**config.mk**
```make
export PLATFORM = sky130hd
export DESIGN_NAME = uart_rx
export DESIGN_NICKNAME = d
export VERILOG_FILES = /design/src/rtl/uart_pkg.sv /design/src/rtl/uart_sync.sv /design/src/rtl/uart_rx.sv
export SDC_FILE = /design/constraint.sdc
export NUM_CORES = 1
export LEC_CHECK = 0
export CORE_MARGIN = 2
export CORE_UTILIZATION = 45
export DETAILED_ROUTE_END_ITERATION = 10
export GPL_TIMING_DRIVEN = 0
export PLACE_DENSITY = 0.74
export SYNTH_ARGS = -nofsm -noshare
export SYNTH_HDL_FRONTEND = slang
export SYNTH_SLANG_ARGS = --single-unit
export TNS_END_PERCENT = 5
```
**constraint.sdc**
```tcl
create_clock -name clock -period 5.3 [get_ports clock]
set_input_delay 1.06 -clock clock [delete_from_list [all_inputs] [get_ports clock]]
set_output_delay 1.06 -clock clock [all_outputs]
set_load 0.05 [all_outputs]
```
**src/rtl/uart_pkg.sv**
```systemverilog
// Shared UART definitions: default line rate, frame width and the receiver/transmitter state encoding.
package uart_pkg;

    localparam int CLKS_PER_BIT_DEFAULT = 5208;
    localparam int DATA_BITS_DEFAULT    = 8;

    typedef enum logic [1:0] {
        IDLE  = 2'd0,
        START = 2'd1,
        DATA  = 2'd2,
        STOP  = 2'd3
    } uart_state_t;

endpackage

```
**src/rtl/uart_sync.sv**
```systemverilog
// Two-flop synchroniser for an asynchronous, idle-high input; both flops reset to 1.
module uart_sync (
    input  logic clock,
    input  logic reset,
    input  logic d,
    output logic q
);

    logic meta;

    always_ff @(posedge clock or negedge reset) begin
        if (!reset) begin
            meta <= 1'b1;
            q    <= 1'b1;
        end else begin
            meta <= d;
            q    <= meta;
        end
    end

endmodule

```
**src/rtl/uart_rx.sv**
```systemverilog
// 8N1 serial receiver (LSB first, idle-high) with a one-entry holding register and valid/read handshake.
module uart_rx
    import uart_pkg::*;
#(
    parameter int CLKS_PER_BIT = CLKS_PER_BIT_DEFAULT,
    parameter int DATA_BITS    = DATA_BITS_DEFAULT
) (
    input  logic                 clock,
    input  logic                 reset,
    input  logic                 rx,
    input  logic                 rd,
    output logic [DATA_BITS-1:0] data,
    output logic                 valid,
    output logic                 frame_err,
    output logic                 overrun,
    output logic                 busy
);

    localparam int CW = $clog2(CLKS_PER_BIT);
    localparam int IW = (DATA_BITS > 1) ? $clog2(DATA_BITS) : 1;
    localparam logic [CW-1:0] CNT_LAST = CW'(CLKS_PER_BIT - 1);
    localparam logic [CW-1:0] CNT_HALF = CW'(CLKS_PER_BIT / 2 - 1);
    localparam logic [IW-1:0] IDX_LAST = IW'(DATA_BITS - 1);

    uart_state_t          state;
    uart_state_t          state_next;
    logic                 rx_s;
    logic                 rx_prev;
    logic [CW-1:0]        cnt;
    logic [IW-1:0]        idx;
    logic [DATA_BITS-1:0] shift;
    logic                 load;
    logic                 stop_bad;

    uart_sync u_sync (
        .clock (clock),
        .reset (reset),
        .d     (rx),
        .q     (rx_s)
    );

    assign busy = (state != IDLE);

    always_ff @(posedge clock or negedge reset) begin
        if (!reset) begin
            state <= IDLE;
        end else begin
            state <= state_next;
        end
    end

    // Only a 1->0 transition of the synchronised line starts a frame, so a held break is ignored.
    always_comb begin
        state_next = state;
        load       = 1'b0;
        stop_bad   = 1'b0;
        case (state)
            IDLE:  if (rx_prev && !rx_s) state_next = START;
            START: if (cnt == CNT_HALF) state_next = rx_s ? IDLE : DATA;
            DATA:  if (cnt == CNT_LAST && idx == IDX_LAST) state_next = STOP;
            STOP: begin
                if (cnt == CNT_LAST) begin
                    state_next = IDLE;
                    load       = rx_s;
                    stop_bad   = !rx_s;
                end
            end
            default: state_next = IDLE;
        endcase
    end

    always_ff @(posedge clock or negedge reset) begin
        if (!reset) begin
            rx_prev <= 1'b1;
            cnt     <= '0;
            idx     <= '0;
            shift   <= '0;
        end else begin
            rx_prev <= rx_s;
            case (state)
                IDLE: begin
                    cnt <= '0;
                    idx <= '0;
                end
                START: cnt <= (cnt == CNT_HALF) ? '0 : cnt + 1'b1;
                DATA: begin
                    if (cnt == CNT_LAST) begin
                        cnt        <= '0;
                        shift[idx] <= rx_s;
                        idx        <= idx + 1'b1;
                    end else begin
                        cnt <= cnt + 1'b1;
                    end
                end
                STOP: cnt <= (cnt == CNT_LAST) ? '0 : cnt + 1'b1;
                default: cnt <= '0;
            endcase
        end
    end

    // A read in the same cycle as a load hands the slot straight to the new byte without overrun.
    always_ff @(posedge clock or negedge reset) begin
        if (!reset) begin
            data      <= '0;
            valid     <= 1'b0;
            overrun   <= 1'b0;
            frame_err <= 1'b0;
        end else begin
            frame_err <= stop_bad;
            if (load) begin
                if (!valid) begin
                    data  <= shift;
                    valid <= 1'b1;
                end else if (rd) begin
                    data <= shift;
                end else begin
                    overrun <= 1'b1;
                end
            end else if (rd && valid) begin
                valid   <= 1'b0;
                overrun <= 1'b0;
            end
        end
    end

endmodule
```
# == After elaboration in Yosys (flattened, before gate mapping) ==
# Cells that the tools add are included.
# word_totals
ff_bits,40
# op_classes
reduce_logical,15
addsub,2
n_lt_le_gt_ge,2
muxes,25
n_eq_ne,14
# op_table
cell,count
$pmux W13 S3,1
$mux W13,2
$mux W8,2
$ne A2 B2 Y1 const B,8
$add A13 B1 Y13 const B,1
$eq A13 B12 Y1 const B,1
$eq A13 B13 Y1 const B,1
$mux W1,10
$mux W2,5
$bwmux W8,1
$pmux W2 S4,1
$pmux W3 S2,1
$reduce_and A2 Y1,3
$reduce_bool A2 Y1,3
$eq A2 B2 Y1 const B,2
$logic_and A1 B1 Y1,4
$lt A3 B4 Y1 const B,1
$reduce_and A4 Y1,1
$add A3 B1 Y3 const B,1
$demux W1 S3,1
$eq A3 B3 Y1 const B,1
$ge A3 B1 Y1 const B,1
$mux W3,1
$reduce_and A3 Y1,1
other kinds (4),4

# == Depth between registers and ports, before layout ==
# logic_depth
depth_word,5
depth_mapped,6
mapped_depth_nobuf,5

# == Modules after synthesis ==
# Synthesis repeated with hierarchy kept, for this count alone.
# unflattened
hier_cells,159
hier_area_um2,1879.3
# modules_own_cells
module,area_each_um2,cells_per_inst,instances,seq_area_each_um2
uart_rx,1826.8,157,1,952.2
uart_sync,52.6,2,1,52.6

# == Worst setup path before layout ==
# OpenSTA, ideal clock, no wires.
# synth_path
path_type,flip-flop to output port
start,reg with a tool-made name
end,out busy
stages_incl_launch_ff,3
slack_ns,3.250
arrival_ns,0.990
path_cell_list,dfrtp_1 -> clkbuf_1 -> or2_2
# synth_rtl
item,line_no,source
"end, declared",uart_rx.sv:16,output logic busy

==> results.py <==
metrics = {
    "cts": {
        "clock-sinks": 40,
        "path_clk_slew_ns": 0.08,
        "htree_levels": 2,
        "cts_hold_buf": 0,
        "numCtsBuffers": 5,
        "clk_latency_ns": 0.29,
        "clockBufferDepth": 2,
        "cts_tree": "built",
        "clockRootBuffer": "clkbuf_8",
        "cts_resized": 0,
        "post_cts_buffers": 0,
    },
    "route": {
        "viasPerCell": 5.59,
        "wl_mm": 3.42,
        "dr_total_vias": 1298,
        "wl_per_cell_um": 14.7,
        "drc": 0,
        "drt_iter0_drc": 38,
        "antenna_left": 0,
        "first_pass_iters": 4,
    },
    "critical_path": {
        "slowest_delay_ns": 0.79,
        "cp-start-kind": "flip-flop",
        "cp_slowest_cell": "clkdlybuf4s50_1",
        "worstRegToRegCells": 5,
        "cpLargestDelayFamily": "buffers and inverters",
        "arrival_ns": 2.01,
        "cp_max_fo": 10,
        "r2r_slack_ns": 3.19,
        "path_class": "flip-flop to output port",
        "rr_startpoint": "cnt[0]",
        "end_kind": "output port",
        "required_ns": 4.24,
        "r2r-end": "shift[1]",
        "cp_cell_sequence": "clkbuf_1 -> or2_2 -> clkdlybuf4s50_1",
        "cp.depth": 3,
        "crit_buf_inv": 2,
    },
    "yosys": {
        "async_flop_share_pct": 100,
        "yosysWarnings": 0,
        "syn_area_per_cell_um2": 11.8,
        "synth_area_leader_cell": "dfrtp_1",
        "synthTopCellsByCount": "dfrtp_1, nor2_1, nand3_1, nand2_1, xor2_1",
        "synth.top_cells.by_area": "dfrtp_1, mux2_4, mux2_2, xor2_1, dfstp_2",
        "ys_types": 35,
        "synth_top_area_share_pct": 49.3,
        "yosysMostFrequentCell": "dfrtp_1",
        "ys_seq_area_share_pct": 53.5,
        "synth_edf_count": 0,
        "synth_area_um2": 1880,
        "synth_seq_cells": 40,
        "synth_cells": 159,
        "syn_nets": 167,
        "ys.flop_type": "dfrtp_1",
    },
    "timing": {
        "setup_viol": 0,
        "post-route-min-period_ns": 3.07,
        "drv_slew": 0,
        "rsz0062_at_grt": "false",
        "fin_crit_sh_pct": 58.0,
        "timing.final.hold_violations": 0,
        "tightest_slew_ns": 0.876,
        "setup_tns_ns": 0,
        "fin_skew_ns": 0.00666,
        "relSlewSlack_pct": 41.6,
        "fmax_mhz": 325,
    },
    "power": {
        "power_w": 0.000708,
        "p_per_area_nw_per_um2": 320,
        "leakagePower_nw": 1.01,
        "vdd_drop_max_uv": 171,
    },
    "global_route": {
        "grt_pass1_vias": 1299,
        "grt_max_degree": 41,
        "grt_overflow": 0,
        "antenna_found_initial": 0,
        "groute.usage.overall_pct": 17.3,
        "grt_pass1_wl_mm": 5.98,
    },
    "layout": {
        "fillers": 317,
        "nets": 189,
        "regArea_um2": 1000,
        "multi_input_area_um2": 837,
        "area_growth_pct": 17.8,
        "antennaDiodeCount": 0,
        "drive_gt1_share_pct": 21.4,
    },
    "placed_design": {
        "routabilityCongestion": 0.894,
        "place.port_buffers": 15,
        "dp_hpwl_mm": 2.38,
    },
    "floorplan": {
        "die_h_um": 68.6,
        "dieArea_um2": 4710,
        "core_um2": 4000,
        "row_count": 23,
        "num_io_pins": 16,
        "initial_utilization_pct": 47.0,
        "dieWidth_um": 68.6,
    },
    "worst_hold_path": {
        "holdPathStages": 0,
        "hold_class": "flip-flop to flip-flop",
        "holdPathEnd": "u_sync.q",
        "min-delay-start": "u_sync.meta",
    },
    "job": {
        "cap_violations": 0,
    },
    "outcome": {
        "outcome": "finished clean",
    },
}
==> worst max-delay path by stage <==
stage	from	endpoint	slack, ns
after floorplan	flip-flop	busy	3.25
after global placement	reset	shift[0]	2.27
after detailed placement	flip-flop	busy	2.56
after CTS	flip-flop	busy	2.23
after global routing	flip-flop	busy	2.12
final	flip-flop	busy	2.23
==> state kept, by name (all words and copies together), names as in the netlist, 3 cells and up, named ones only <==
register	cells
idx	3
shift	8
cnt	13
data	8
==> final cells by class <==
cell class	instances	area share (%)
flip-flops and latches	40	45.4
multi-input cells	113	37.8
repair buffers	15	6.56
clock buffers	7	4.35
well taps	50	2.83
plain buffers	6	1.70
clock inverters	1	1.36
==> stage by stage <==
step	hold WS [ns]	cell area, um^2	worst slack, ns	util (%)	cells
after CTS	0.358	2210	2.23	55.3	232
final	0.357	2210	2.23	55.3	232
after floorplan	0.345	1880	3.25	-	159
after global routing	0.361	2210	2.12	55.3	232
after global placement	0.346	2090	2.27	52.3	224
after detailed placement	0.347	2090	2.56	52.2	224
==> layer usage <==
layer | vias up | wire [um] | global-route usage (%)
met5 | - | 0 | 0
met2 | 16 | 1630 | 26.8
met1 | 668 | 1620 | 23.0
met3 | 7 | 106 | 4.87
met4 | 0 | 59 | 6.75
li1 | 607 | - | -
==> where the power goes <==
part	leakage (nW)	switching, W	total (W)	internal (W)
combinational	0.412	0.0000493	0.0000853	0.0000360
sequential	0.538	0.0000244	0.000351	0.000327
clock	0.0645	0.000106	0.000272	0.000166
==> worst reg2reg max path, delay by kind of cell (launching register included) <==
family / cells / cell delay, ns
adders and majority gates: 1 / 0.31
DFF: 1 / 0.39
muxes: 1 / 0.37
and+or+nand+nor: 3 / 0.93
==> kinds of logic (layout without fill, tap and decap cells) <==
kind of cell	after synthesis	after routing	synth area share, %
adders and majority gates	4	4	2.66
DFF	40	40	53.5
AOI/OAI and AO/OA	6	6	2.33
xor gates and xnor gates	11	11	5.13
muxes	16	16	11.2
buffers and inverters	6	29	2.00
and+or+nand+nor	76	76	23.2
==> layout by cell type, fill, tap and decap left out, types with 2 or more instances in the layout <==
master / count
nor3_1: 4
buf_4: 2
and4bb_2: 4
nor2_1: 16
dfstp_2: 3
ha_1: 4
nand2b_1: 3
nor2b_1: 4
and2_1: 2
nand3_1: 12
dfrtp_1: 37
nand2_1: 11
mux2_4: 8
clkbuf_1: 3
xor2_1: 10
mux2_2: 8
nor3b_1: 4
nand4_1: 7
clkbuf_8: 7
clkdlybuf4s50_1: 14
No activity file was read; power rests on OpenSTA's default activity.
